### src/rtl/sum_seq_ctrl.sv
// Mini-batch sequencer for the range-BN sum cell: per-channel mean/max/min/range.
// Optional SUM_SEQ_ADDR_CHECK_EN adds a sticky channel-address mismatch flag.
module sum_seq_ctrl #(
    parameter int DATA_WIDTH = 16,
    parameter int MINI_BATCH = 8,
    parameter int ADDR_WIDTH = 3
) (
    input  logic                  clk,
    input  logic                  rst,
    input  logic                  s_valid,
    output logic                  s_ready,
    input  logic [DATA_WIDTH-1:0] s_data,
    input  logic [ADDR_WIDTH-1:0] s_addr,
    output logic [DATA_WIDTH-1:0] dp_x,
    output logic [DATA_WIDTH-1:0] dp_partsum,
    output logic [DATA_WIDTH-1:0] dp_max,
    output logic [DATA_WIDTH-1:0] dp_min,
    output logic                  dp_valid,
    output logic [ADDR_WIDTH-1:0] dp_addr,
    input  logic [DATA_WIDTH-1:0] dp_partsum_r,
    input  logic [DATA_WIDTH-1:0] dp_max_r,
    input  logic [DATA_WIDTH-1:0] dp_min_r,
    output logic                  m_valid,
    input  logic                  m_ready,
    output logic [DATA_WIDTH-1:0] m_mean,
    output logic [DATA_WIDTH-1:0] m_max,
    output logic [DATA_WIDTH-1:0] m_min,
    output logic [DATA_WIDTH-1:0] m_range,
    output logic [ADDR_WIDTH-1:0] m_addr,
    output logic                  err
);
    localparam int SHIFT = $clog2(MINI_BATCH);
    localparam logic [SHIFT-1:0] LAST = SHIFT'(MINI_BATCH - 1);
    localparam logic [DATA_WIDTH-1:0] SMIN = {1'b1, {(DATA_WIDTH-1){1'b0}}};
    localparam logic [DATA_WIDTH-1:0] SMAX = {1'b0, {(DATA_WIDTH-1){1'b1}}};

    typedef enum logic {COLLECT, OUT} state_t;

    state_t                state;
    logic [SHIFT-1:0]      cnt;
    logic [DATA_WIDTH-1:0] partsum_q;
    logic [DATA_WIDTH-1:0] max_q;
    logic [DATA_WIDTH-1:0] min_q;
    logic [ADDR_WIDTH-1:0] chan;
    logic                  accept;

    assign accept     = s_valid & s_ready;
    assign dp_valid   = accept;
    assign dp_x       = s_data;
    assign dp_partsum = partsum_q;
    assign dp_max     = max_q;
    assign dp_min     = min_q;
    assign dp_addr    = chan;

    always_ff @(posedge clk) begin
        if (rst) begin
            state     <= COLLECT;
            cnt       <= '0;
            partsum_q <= '0;
            max_q     <= SMIN;
            min_q     <= SMAX;
            chan      <= '0;
            s_ready   <= 1'b1;
            m_valid   <= 1'b0;
            m_mean    <= '0;
            m_max     <= '0;
            m_min     <= '0;
            m_range   <= '0;
            m_addr    <= '0;
        end else begin
            unique case (state)
                COLLECT: begin
                    if (accept) begin
                        partsum_q <= dp_partsum_r;
                        max_q     <= dp_max_r;
                        min_q     <= dp_min_r;
                        cnt       <= cnt + 1'b1;
                        if (cnt == '0)
                            chan <= s_addr;
                        if (cnt == LAST) begin
                            state   <= OUT;
                            s_ready <= 1'b0;
                            m_valid <= 1'b1;
                            m_mean  <= $signed(dp_partsum_r) >>> SHIFT;
                            m_max   <= dp_max_r;
                            m_min   <= dp_min_r;
                            m_range <= dp_max_r - dp_min_r;
                            m_addr  <= chan;
                        end
                    end
                end
                OUT: begin
                    // Reseed so every sample of the next batch goes through the cell
                    if (m_ready) begin
                        state     <= COLLECT;
                        s_ready   <= 1'b1;
                        m_valid   <= 1'b0;
                        cnt       <= '0;
                        partsum_q <= '0;
                        max_q     <= SMIN;
                        min_q     <= SMAX;
                        chan      <= '0;
                    end
                end
                default: state <= COLLECT;
            endcase
        end
    end

`ifdef SUM_SEQ_ADDR_CHECK_EN
    always_ff @(posedge clk) begin
        if (rst)
            err <= 1'b0;
        else if (accept && cnt != '0 && s_addr != chan)
            err <= 1'b1;
    end
`else
    assign err = 1'b0;
`endif

endmodule

### config.mk
export PLATFORM = sky130hd
export DESIGN_NAME = sum_seq_ctrl
export DESIGN_NICKNAME = d
export VERILOG_FILES = /design/src/rtl/sum_seq_ctrl.sv
export SDC_FILE = /design/constraint.sdc
export NUM_CORES = 1
export LEC_CHECK = 0
export ABC_AREA = 1
export CAP_MARGIN = 20
export CORE_MARGIN = 2
export CORE_UTILIZATION = 47
export DETAILED_ROUTE_END_ITERATION = 8
export HOLD_SLACK_MARGIN = 0.02
export PLACE_DENSITY = 0.85
export SLEW_MARGIN = 20
export SYNTH_ARGS = -nofsm -noshare
export SYNTH_HDL_FRONTEND = slang
export SYNTH_SLANG_ARGS = --single-unit
export TNS_END_PERCENT = 10
### constraint.sdc
create_clock -name clk -period 4.2 [get_ports clk]
set_clock_uncertainty 0.2 [all_clocks]
set_input_delay 0.84 -clock clk [delete_from_list [all_inputs] [get_ports clk]]
set_output_delay 0.84 -clock clk [all_outputs]
set_load 0.01 [all_outputs]
==> qor.txt <==
core area = 0.0113 mm2
leakage = 3.33 nW
Mapped Area = 0.00536 mm2
Pre-antenna DRT Iters = 5
Post-synth ARST share = 0%
crit path launch type = input pin
Post-synth EDFFs = 0
Max VDD drop = 0.000277 V
Critical Path Fanout Max = 2
Site Rows = 39
CTS Buf Count = 17
Fin. Hold Viols = 0
CP arrival = 1.99 ns
Cells after Synth = 735
Mean Syn Cell Area = 7.30 um2
Peak Freq = 0.330 GHz
Final setup viols = 0
TritonCTS clock tree = done
Ys Warns = 0
first-pass GRT wire length = 25.1 mm
Tcrit/Tclk final = 72.1%
Starting DRT DRC Count = 305
clock root cell = clkbuf_16
Total GRT Usage = 25.1%
Avg Vias per Cell = 4.99
worst path required time = 3.16 ns
area delta synth->final = 42.3%
clock insertion delay at the later pin of the skew report = 0.41 ns
Port Buf Inserts = 175
status = finished, final reports clean
measured slew at the worst slew-check pin = 0.892 ns
most common cell in the netlist = nand2_1
DP HPWL = 10.5 mm
FF+latch area = 0.00242 mm2
sequential element share of the synthesized area = 45.2%
initial antenna violation count = 0
pin count of the biggest net entering global routing = 69
Cell variety after synth = 28
share of the synthesized area in the top cell type = 45.2%
Rel. slew slack = 40.5%
largest area contributor in the netlist = dfxtp_1
Post-CTS Setup Bufs = 0
top area cells in the synthesized netlist = dfxtp_1, nand2_1, a21oi_1
vias in the first global route = 5031
drt wl/cell = 14.7 um
RSZ-0062 raised after global routing = no
Top Ports = 209
Chip Width = 111 um
Tmin final = 3.03 ns
Die ar. = 0.0123 mm2
dpl cells = 1005
top cells by count, synth = nand2_1, dfxtp_1, a21oi_1
Post-DRT Antenna Nets = 0
final net count = 971
clk buf depth = 2
Total Wirelength = 15.3 mm
area of the multi-input gates = 0.00228 mm2
clock slew at reported path FFs = 0.06 ns
antenna cell count = 0
FF-to-FF setup slack = 1.83 ns
Min-Delay Path Class = flip-flop to flip-flop
synthesis-stage register bit count = 121
layout filler cell count = 906
Syn Nets = 825
Pwr Density = 411 mW/mm2
Setup CP Type = input pin to output pin
layout cells sized above 1 = 5.37%
setup_tns = 0 ns
Max-Cap Viols = 0
Final Instance Count excl. Fillers = 1037
CTS resizes = 0
clk sink count = 121
global route total overflow = 0
Die Y = 111 um
Initial Utilization = 47.6%
critical path endpoint category = output pin
Vias = 5172
gpl congestion = 0.929
Hold-fix buffers, CTS = 0
DRC Markers = 0
Main synth FF type = dfxtp_1
H-tree Lvls = 4
Max Slew Vio Count = 0
[worst max-delay path: stages]
cell             delay (ns)
clkdlybuf4s50_1        0.45
nand2_1                0.09
inv_1                  0.07
clkdlybuf4s50_1        0.53
[path summary, 6_finish.rpt]
path | from | endpoint | cells after the start
hold / removal | dp_max[13] | dp_max[13] | 2
setup reg to reg | cnt[0] | m_range[7] | 9
setup / recovery | s_valid | dp_valid | 4
hold reg to reg | dp_max[13] | dp_max[13] | 2
[routing by layer]
layer / up-vias / share of wire, % / GRT usage [%]
met1: 2365 / 43 / 30.8
met4: 0 / 1.5 / 7.25
met5: - / 0 / 0
met2: 180 / 49 / 42.7
met3: 24 / 7.4 / 7.33
li1: 2603 / - / -
[cell families after synthesis]
kind of cell	share of synthesized area, %
compound gates	13.1
simple gates	23.8
fa+ha+maj	4.57
xor+xnor	0.980
flops	45.2
other cells	0.0699
buf+inv	12.4
[where the power goes]
part | leakage (nW) | total [mW] | internal, mW | switching, mW
logic | 2.04 | 0.358 | 0.164 | 0.194
registers | 0.986 | 1.20 | 1.18 | 0.0174
clock network | 0.308 | 1.58 | 1.03 | 0.547
[through the flow]
stage	instance area, um2	hold WS [ns]	setup WS, ns	total power [mW]	util, %
after floorplan	5360	0.253	1.86	1.43	-
after global placement	6990	0.238	1.13	1.57	62.0
after detailed placement	6990	0.244	1.09	1.58	62.0
after CTS	7630	0.262	1.17	3.15	67.7
after global routing	7630	0.276	1.12	3.25	67.7
final	7630	0.257	1.17	3.14	67.7
[layout by cell type, fill, tap and decap left out, types with 5 or more instances in the layout]
| cell type | Yosys | final |
|---|---|---|
| nand2_1 | 252 | 252 |
| nor2_1 | 27 | 26 |
| o21ai_0 | 26 | 26 |
| dfxtp_1 | 121 | 121 |
| clkdlybuf4s50_1 | 0 | 174 |
| o21ai_1 | 5 | 5 |
| o211ai_1 | 11 | 11 |
| inv_1 | 75 | 75 |
| xor2_1 | 5 | 5 |
| buf_4 | 25 | 8 |
| clkbuf_16 | 0 | 17 |
| ha_1 | 18 | 18 |
| nand3_1 | 34 | 34 |
| a21oi_1 | 83 | 83 |
[cell type report]
cell class,instances,area share (%)
clock buffers,20,5.98
clock inverters,12,2.46
inverters,79,3.88
multi-input cells,479,29.9
flip-flops and latches,121,31.7
well taps,143,2.34
repair buffers,183,23.7
[flip-flops by register name, indices dropped and copies added, names as in the netlist, 13 cells and up]
register / count
dp_max: 16
m_max: 16
m_min: 16
dp_min: 16
m_mean: 13
dp_partsum: 16
m_range: 16
Note: power is estimated with default switching activity, not from simulation.
